**config.mk**
```make
export PLATFORM = sky130hd
export DESIGN_NAME = tiger_ins_burst_adapter
export DESIGN_NICKNAME = d
export VERILOG_FILES = /design/src/rtl/tiger_ins_burst_adapter.sv
export SDC_FILE = /design/constraint.sdc
export NUM_CORES = 1
export LEC_CHECK = 0
export ABC_AREA = 1
export BUFFER_PORTS_ARGS = -buffer_cell sky130_fd_sc_hd__buf_2
export CORE_MARGIN = 2
export CORE_UTILIZATION = 32
export CTS_BUF_LIST = sky130_fd_sc_hd__clkbuf_8
export DETAILED_ROUTE_END_ITERATION = 8
export PLACE_DENSITY = 0.52
export SLEW_MARGIN = 15
export SYNTH_ARGS = -nofsm -noshare
export SYNTH_HDL_FRONTEND = slang
export SYNTH_SLANG_ARGS = --single-unit
```
**constraint.sdc**
```tcl
create_clock -name clk -period 2.7 [get_ports clk]
set_input_delay 0.27 -clock clk [delete_from_list [all_inputs] [get_ports clk]]
set_output_delay 0.27 -clock clk [all_outputs]
set_load 0.05 [all_outputs]
```
**src/rtl/tiger_ins_burst_adapter.sv**
```systemverilog
// Burst-to-single-word read adapter: splits one cache burst read into locked,
// pipelined single-word bus reads and returns the data in order one cycle later.

module tiger_ins_burst_adapter #(
   parameter int ADDR_W      = 32,
   parameter int DATA_W      = 32,
   parameter int BURST_W     = 6,
   parameter int MAX_PENDING = 4
) (
   input  logic              clk,
   input  logic              reset_n,
   input  logic              avs_read,
   input  logic              avs_beginbursttransfer,
   input  logic [ADDR_W-1:0] avs_address,
   input  logic [BURST_W-1:0] avs_burstcount,
   output logic              avs_waitrequest,
   output logic [DATA_W-1:0] avs_readdata,
   output logic              avs_readdatavalid,
   output logic              avm_read,
   output logic [ADDR_W-1:0] avm_address,
   output logic              avm_lock,
   input  logic              avm_waitrequest,
   input  logic [DATA_W-1:0] avm_readdata,
   input  logic              avm_readdatavalid
);

   localparam int PEND_W = $clog2(MAX_PENDING) + 1;
   localparam logic [PEND_W-1:0]  MAX_PEND = PEND_W'(MAX_PENDING);
   localparam logic [PEND_W-1:0]  ONE_P    = PEND_W'(1);
   localparam logic [PEND_W-1:0]  ZERO_P   = {PEND_W{1'b0}};
   localparam logic [BURST_W-1:0] ONE_B    = BURST_W'(1);
   localparam logic [BURST_W-1:0] ZERO_B   = {BURST_W{1'b0}};
   localparam logic [ADDR_W-1:0]  STRIDE   = ADDR_W'(DATA_W / 8);
   localparam logic [ADDR_W-1:0]  ZERO_A   = {ADDR_W{1'b0}};
   localparam logic [DATA_W-1:0]  ZERO_D   = {DATA_W{1'b0}};

   typedef enum logic [1:0] {
      ST_IDLE  = 2'd0,
      ST_ISSUE = 2'd1,
      ST_DRAIN = 2'd2
   } state_e;

   state_e              state_q, state_d;
   logic [ADDR_W-1:0]   addr_q, addr_d;
   logic [BURST_W-1:0]  issue_left_q, issue_left_d;
   logic [BURST_W-1:0]  ret_left_q, ret_left_d;
   logic [PEND_W-1:0]   pending_q, pending_d;
   logic                avs_waitrequest_q, avs_waitrequest_d;
   logic [DATA_W-1:0]   avs_readdata_q, avs_readdata_d;
   logic                avs_readdatavalid_q, avs_readdatavalid_d;
   logic                avm_read_q, avm_read_d;
   logic                avm_lock_q, avm_lock_d;
   logic                issue_s;
   logic                ret_s;
   logic                accept_s;

   assign issue_s  = avm_read_q & ~avm_waitrequest;
   // Returns outside a burst, or beyond the words still owed, are dropped.
   assign ret_s    = avm_readdatavalid & (state_q != ST_IDLE) & (ret_left_q != ZERO_B);
   assign accept_s = (state_q == ST_IDLE) & ~avs_waitrequest_q & avs_read
                     & avs_beginbursttransfer & (avs_burstcount != ZERO_B);

   // Next-state, counter and registered-output computation.
   always_comb begin
      state_d             = state_q;
      addr_d              = addr_q;
      issue_left_d        = issue_left_q;
      ret_left_d          = ret_left_q;
      avs_readdata_d      = avs_readdata_q;
      avs_readdatavalid_d = 1'b0;

      if (issue_s) begin
         addr_d       = addr_q + STRIDE;
         issue_left_d = issue_left_q - ONE_B;
      end else begin
         addr_d       = addr_q;
         issue_left_d = issue_left_q;
      end

      if (ret_s) begin
         ret_left_d          = ret_left_q - ONE_B;
         avs_readdata_d      = avm_readdata;
         avs_readdatavalid_d = 1'b1;
      end else begin
         ret_left_d          = ret_left_q;
         avs_readdata_d      = avs_readdata_q;
         avs_readdatavalid_d = 1'b0;
      end

      if (issue_s && !ret_s) begin
         pending_d = pending_q + ONE_P;
      end else if (!issue_s && ret_s && (pending_q != ZERO_P)) begin
         pending_d = pending_q - ONE_P;
      end else begin
         pending_d = pending_q;
      end

      case (state_q)
         ST_IDLE: begin
            if (accept_s) begin
               addr_d       = avs_address;
               issue_left_d = avs_burstcount;
               ret_left_d   = avs_burstcount;
               state_d      = ST_ISSUE;
            end else begin
               state_d      = ST_IDLE;
            end
         end
         ST_ISSUE: begin
            // Last issue and last return in the same cycle skip DRAIN entirely.
            if (ret_left_d == ZERO_B) begin
               state_d = ST_IDLE;
            end else if (issue_left_d == ZERO_B) begin
               state_d = ST_DRAIN;
            end else begin
               state_d = ST_ISSUE;
            end
         end
         ST_DRAIN: begin
            if (ret_left_d == ZERO_B) begin
               state_d = ST_IDLE;
            end else begin
               state_d = ST_DRAIN;
            end
         end
         default: begin
            state_d = ST_IDLE;
         end
      endcase

      avs_waitrequest_d = (state_d != ST_IDLE);
      avm_lock_d        = (state_d != ST_IDLE);
      avm_read_d        = (state_d == ST_ISSUE) && (issue_left_d != ZERO_B)
                          && (pending_d < MAX_PEND);
   end

   // State, counters and outputs; reset aborts any burst in progress.
   always_ff @(posedge clk or negedge reset_n) begin
      if (!reset_n) begin
         state_q             <= ST_IDLE;
         addr_q              <= ZERO_A;
         issue_left_q        <= ZERO_B;
         ret_left_q          <= ZERO_B;
         pending_q           <= ZERO_P;
         avs_waitrequest_q   <= 1'b1;
         avs_readdata_q      <= ZERO_D;
         avs_readdatavalid_q <= 1'b0;
         avm_read_q          <= 1'b0;
         avm_lock_q          <= 1'b0;
      end else begin
         state_q             <= state_d;
         addr_q              <= addr_d;
         issue_left_q        <= issue_left_d;
         ret_left_q          <= ret_left_d;
         pending_q           <= pending_d;
         avs_waitrequest_q   <= avs_waitrequest_d;
         avs_readdata_q      <= avs_readdata_d;
         avs_readdatavalid_q <= avs_readdatavalid_d;
         avm_read_q          <= avm_read_d;
         avm_lock_q          <= avm_lock_d;
      end
   end

   assign avs_waitrequest   = avs_waitrequest_q;
   assign avs_readdata      = avs_readdata_q;
   assign avs_readdatavalid = avs_readdatavalid_q;
   assign avm_read          = avm_read_q;
   assign avm_address       = addr_q;
   assign avm_lock          = avm_lock_q;

endmodule

```
# --- After elaboration in Yosys (flattened, before gate mapping) ---
# Index checks and enable logic that the tools add are counted.
# Widths: inputs -> output; s select.
word_totals:
  reg_bits: 85
  in_bits: 76
  output_inout_bits: 68
  word_cells: 61
op_classes:
  add_sub_neg: 5
  n_lt_le_gt_ge: 1
  n_eq_ne: 3
  muxes: 17
  bitwise_logic: 9
  n_reduce_logical: 16
op_table:
  columns: ["op", "count"]
  rows:
  - ["$mux 32", 3]
  - ["$mux 6", 6]
  - ["$add 32x3->32 const B", 1]
  - ["$reduce_bool 6->1", 3]
  - ["$logic_not 6->1", 2]
  - ["$sub 6x1->6 const B", 2]
  - ["$and 1x1->1", 7]
  - ["$mux 2", 3]
  - ["$mux 3", 2]
  - ["$pmux 2 s3", 1]
  - ["$logic_and 1x1->1", 5]
  - ["$eq 2x1->1 const B", 2]
  - ["$reduce_bool 2->1", 2]
  - ["$add 3x1->3 const B", 1]
  - ["$lt 3x3->1 const B", 1]
  - ["$reduce_bool 3->1", 1]
  - ["$sub 3x1->3 const B", 1]
  - ["$eq 2x2->1 const B", 1]
  - ["$logic_not 1->1", 2]
  - ["$logic_not 2->1", 1]
  - ["$mux 1", 2]
  - ["$not 1->1", 2]

# --- Longest topological paths before layout ---
depth:
  word_depth: 10
  ltp_mapped: 13
  depth_no_buf: 13

# --- Least setup slack after synthesis ---
# OpenSTA, ideal clock, no wires.
synth_timing:
  kind: "reg-to-reg"
  from: "reg addr_q[2], in the netlist avm_address[2]"
  to: "reg addr_q[28], in the netlist avm_address[28]"
  setup_ps: 117
  t_arrival_ps: 1866
  required_time_ps: 2583
  path_slack_ps: 717
  path_stages_with_launch: 12
  n_path_buf: 0
  period_less_slack_ps: 1983
  cell_sequence: "dfrtp_1 ha_1 nand3_2 nor2_4 nand2_4 nor2_8 nand2_4 nor2_4 nand2_1 xnor2_1 nand2_1 nand2_1"
synth_between:
  elab_chain_len: 4
synth_lines:
  columns: ["item", "line", "source"]
  rows:
  - ["from (decl)", "44", "logic [ADDR_W-1:0] addr_q, addr_d;"]
  - ["from (signal assigned)", "152", "addr_q <= addr_d;"]
  - ["$add 32x3->32 *", "73", "addr_d = addr_q + STRIDE;"]
  - ["$mux 32 *", "72", "if (issue_s) begin"]
  - ["$mux 32", "100", "if (accept_s) begin"]
  - ["$mux 32 *", "98", "case (state_q)"]
  - ["named net addr_d[28]", "44", null]
# Mark *: on every way through the listed nets, which the timed path passes. The rest lies on a longest branch.
# A chain may end at the register's enable or synchronous reset.

# --- Worst setup path after layout ---
layout_timing:
  from: "reg ret_left_q[0]"
  to: "reg avm_lock_q, in the netlist avm_lock"
layout_between:
  elab_chain_len: 7
  word_cells_on_any_way: 9
  cone_classes: "1 x add/sub; 4 x mux; 1 x bitwise; 3 x reduce/logical"
layout_lines:
  columns: ["item", "line", "source"]
  rows:
  - ["from (decl)", "46", "logic [BURST_W-1:0] ret_left_q, ret_left_d;"]
  - ["from (signal assigned)", "154", "ret_left_q <= ret_left_d;"]
  - ["branches (longest 2 deep; another with $sub 6x1->6)", null, null]
  - ["$mux 6 *", "80", "if (ret_s) begin"]
  - ["$logic_not 6->1 *", "111, 120", null]
  - ["$mux 2, on equally long branches", "111, 120", null]
  - ["$pmux 2 s3 *", "98", null]
  - ["$reduce_bool 2->1 *", "132", "avm_lock_d = (state_d != ST_IDLE);"]
  - ["named net avm_lock_d", "52", "logic avm_lock_q, avm_lock_d;"]
  - ["to (signal assigned)", "160", "avm_lock_q <= avm_lock_d;"]
  - ["to (decl)", "52", null]
# Mark *: on every way through the listed nets, which the timed path passes.

==> run summary <==
The flow ran to the end, and the final reports show no timing, DRC or antenna violations. The longest clock path from root to sink contains 2 buffers. The static leakage is 0.00313 µW. The routability congestion estimate from global placement came out at 0.880.

For the worst flop-to-flop path, the logic depth is 11. The number of antenna violations at the first check in global routing came out at 0. The total CTS buffers is 9. The terminus of the critical flop-to-flop path is avm_lock. The vias after detailed routing is 4188.

The sort of element at the start of the critical path is a flip-flop. The total area inside the core boundary comes to 13900 µm². In the synthesized netlist the dominant register cell turns out to be sky130_fd_sc_hd__dfrtp_1. The clock tree skew after final layout came out at 7.47 ps. In this run the critical register-to-register path is launched from ret_left_q[0]. The count of buffers from port buffering came out at 143.

The number of detailed-routing iterations run before antenna repair came out at 4. The die is approximately 120 µm tall. Following the worst setup path forward leads to its endpoint at avm_lock. The DRC marker count from the first detailed-route iteration came out at between 100 and 150. The fraction of the cycle the final worst path needs came out at 0.756.

The clock net sink count came out at 85. The slew at the pin closest to its max-slew limit came out at 634 ps. The number of nets in the layout came out at between 800 and 900. The residual antenna-violating net count after detailed routing is 0.

Compared with the post-synthesis result, the final layout area differs by 25.2%. The net count of the mapped netlist is 678. The cell accounting for the most synthesized area is sky130_fd_sc_hd__dfrtp_1. The Yosys step of the flow raised 0 warnings. The total overflow left after global routing is 0. After synthesis, the cell types taking the most area are sky130_fd_sc_hd__dfrtp_1 (46%), sky130_fd_sc_hd__nand2_1 (21%), sky130_fd_sc_hd__inv_1 (3.6%). The die is roughly 120 µm wide.

The clock-pin slew reported for the worst setup and hold paths after clock tree synthesis came out at 90 ps. The number of endpoints with negative hold slack in the final report is 0. The count of final setup violators is 0. The worst-case IR drop observed on VDD is 0.650 mV. A synthesized cell averages 7.72 µm². The relative slew slack is 0.577. The total I/O pin count is 144. In the global route stage, met3 resource usage came out at 0.0517. The accumulated negative setup slack is 0 ps. The multi-input combinational cell area came out at 2190 µm². For met2 alone, demand over resource in global routing was 0.250. By startpoint and endpoint, the worst setup path is classified as reg -> reg. The overall power after layout came out at 7690 µW. Clock tree synthesis selected as its root buffer the cell sky130_fd_sc_hd__clkbuf_8. The combined flip-flop and latch cell area came out at ~2100 µm². The worst setup path is captured at a flip-flop.

The routed design has 11.7 mm of wire. The met1 layer usage reported by global route came out at 0.210. Tracing the worst setup path back leads to its startpoint at ret_left_q[0]. The via count of the first global-routing pass came to between 4000 and 5000. After detailed routing, the average wire length per cell comes to roughly 13 µm. The gate count after technology mapping came out at between 500 and 600.

The clock latency at the later pin of the worst-skew pair is roughly 370 ps. The number of synthesized flops with an enable pin is 0. Setup repair after global routing left no endpoint under its margin. The post-route minimum period is 2040 ps. The number of max-slew violations in the final report came out at 0. The top-area cell type share of the netlist area is 0.457. The number of placement rows is 43. The ratio of cells with drive above 1 in the final layout came out at 0.272. Once detailed placement completed, the half-perimeter wirelength came to 8.92 mm. The wire length of the first global-routing pass came out at 19.2 mm. The CTS tree is done.

The class of the most critical hold timing path is in -> reg. The share of synthesized registers carrying an async set or reset is 1.00. The floorplan step defined a die boundary enclosing 15300 µm². The deepest level of the CTS H-tree is 3.

The count of state elements after synthesis is 85. The finished layout holds 924 standard cells, fillers aside. In this run the worst path has a maximum fanout of 36. Entering global routing, the biggest net connects between 40 and 50 pins. The max-cap check violation count came out at 0. 0 antenna diodes ended up in the layout.

The total DRC errors in the routed layout is 0. Dividing the detail-routed via count by the number of cells gives around 4.5. The effective utilization at floorplan is 0.330.

Data on the critical path arrives at its endpoint at 2280 ps. After synthesis, the netlist uses 37 different library cells. The most used routing layer in global routing is met2. The share of the Yosys chip area taken by registers is 0.463. The placed cell count is 907. The cell area power density is 1340 nW/µm². At the worst endpoint, the required time is 2940 ps.

The flop-to-flop setup slack came out at ~660 ps. The filler cell count came out at about 1500. The aggregate global-route resource usage came out at 0.162. The buffer count from post-CTS setup fixing came out at 0. Summing every instance area after synthesis gives approximately 4600 µm². The peak clock frequency supported by timing came out at 490 MHz.
==> state kept, by name (all words and copies together), names as in the netlist <==
name and flops:
avs_readdata 32, avm_read 1, avm_address 32, avs_readdatavalid 1
ret_left_q 6, avm_lock 1, state_q 2, issue_left_q 6
avs_waitrequest 1, pending_q 3
==> metal layers <==
| layer | vias up | wire length (µm) |
|---|---|---|
| met5 | - | 0 |
| met4 | 0 | 266 |
| met3 | 20 | 931 |
| met2 | 154 | 5120 |
| met1 | 1880 | 5420 |
| li1 | 2134 | - |
==> stage by stage <==
stage / setup slack [ps] / hold WS [ps] / instance area [µm²] / utilization
after floorplan: 717 / -25.6 / 4600 / -
after global placement: 722 / 337 / 5500 / 0.394
after detailed placement: 635 / 335 / 5500 / 0.394
after CTS: 629 / 54.2 / 5750 / 0.413
after global routing: 433 / 72.9 / 5750 / 0.413
final: 659 / 85.5 / 5750 / 0.413
==> cell usage in the layout, fill, tap and decap left out, drive strengths merged <==
cell         instances
buf                148
o21bai               2
dfstp                1
xnor2               13
o211ai               1
a21oi                3
nor2                55
o21ai               28
clkinv               1
dfrtp               84
xor2                12
nand3               27
bufinv               3
nand3b               2
o31ai                1
nor3                 6
nor4                 1
clkbuf              10
clkinvlp             1
nand4                9
a31oi                4
inv                 50
o221ai               1
nand2              273
dlygate4sd3          1
ha                   7
==> what timing repair did <==
item / CTS / global route
gates resized for setup: 0 / 0
hold buffers: 1 / 0
endpoints found under the hold margin: 45 / 0
==> report_power, final <==
group / internal [µW] / switching, µW / leakage [µW]
clock: 640 / 482 / 0.000124
sequential: 1890 / 543 / 0.00105
combinational: 1060 / 3080 / 0.00195
total: 3580 / 4110 / 0.00313
==> cells in the mapped netlist, types with 2 or more instances <==
library cell               number
sky130_fd_sc_hd__nand2_2        6
sky130_fd_sc_hd__a31oi_1        4
sky130_fd_sc_hd__buf_2          5
sky130_fd_sc_hd__a21oi_1        2
sky130_fd_sc_hd__xor2_1        11
sky130_fd_sc_hd__buf_6          2
sky130_fd_sc_hd__xnor2_1       13
sky130_fd_sc_hd__inv_1         44
sky130_fd_sc_hd__dfrtp_1       84
sky130_fd_sc_hd__inv_2          4
sky130_fd_sc_hd__nor2_1        41
sky130_fd_sc_hd__nand3_2        4
sky130_fd_sc_hd__o21ai_0       18
sky130_fd_sc_hd__nor2_8         2
sky130_fd_sc_hd__clkbuf_1       6
sky130_fd_sc_hd__o21ai_1       10
sky130_fd_sc_hd__ha_1           7
sky130_fd_sc_hd__nand3b_1       2
sky130_fd_sc_hd__nand2_4        5
sky130_fd_sc_hd__nor3_1         5
sky130_fd_sc_hd__nor2_2         5
sky130_fd_sc_hd__nand3_1       23
sky130_fd_sc_hd__nand2_1      262
sky130_fd_sc_hd__buf_4          3
sky130_fd_sc_hd__nor2_4         7
sky130_fd_sc_hd__nand4_1        9
==> critical path, stage by stage, from the launching register on <==
cell                      delay (ps)
sky130_fd_sc_hd__dfrtp_1         400
sky130_fd_sc_hd__inv_1           140
sky130_fd_sc_hd__ha_1            180
sky130_fd_sc_hd__nand3_2         140
sky130_fd_sc_hd__nand2_2         190
sky130_fd_sc_hd__inv_2           260
sky130_fd_sc_hd__nand2_1         150
sky130_fd_sc_hd__nand2_1          70
sky130_fd_sc_hd__nor2_1          110
sky130_fd_sc_hd__nand2_1          80
sky130_fd_sc_hd__nand2_2         100
sky130_fd_sc_hd__nand3_1         100
==> cell type report <==
class,instances,share of cell area
clock buffers,10,0.0239
multi-input cells,445,0.381
well taps,180,0.0391
repair buffers,149,0.135
inverters,49,0.0322
flip-flops and latches,85,0.370
clock inverters,6,0.0191
==> how the worst min path moves through the flow <==
| stage | startpoint | end | cells after the start |
|---|---|---|---|
| after global routing | avm_readdata[22] | avs_readdata[22] | 3 |
| after floorplan | reset_n | avm_address[0] | 0 |
| after detailed placement | reset_n | issue_left_q[4] | 1 |
| after global placement | reset_n | issue_left_q[3] | 1 |
| after CTS | avm_readdata[8] | avs_readdata[8] | 3 |
| final | avm_readdata[8] | avs_readdata[8] | 3 |
==> cell families (layout without fill, tap and decap cells) <==
kind of cell	Yosys count	after routing	share of synthesized area
adders and majority gates	7	7	0.0191
DFF	85	85	0.463
buffers and inverters	65	214	0.0604
xor gates and xnor gates	25	25	0.0493
AOI/OAI and AO/OA	40	40	0.0493
and+or+nand+nor	373	373	0.359
Power figures use the tool's default switching activity.
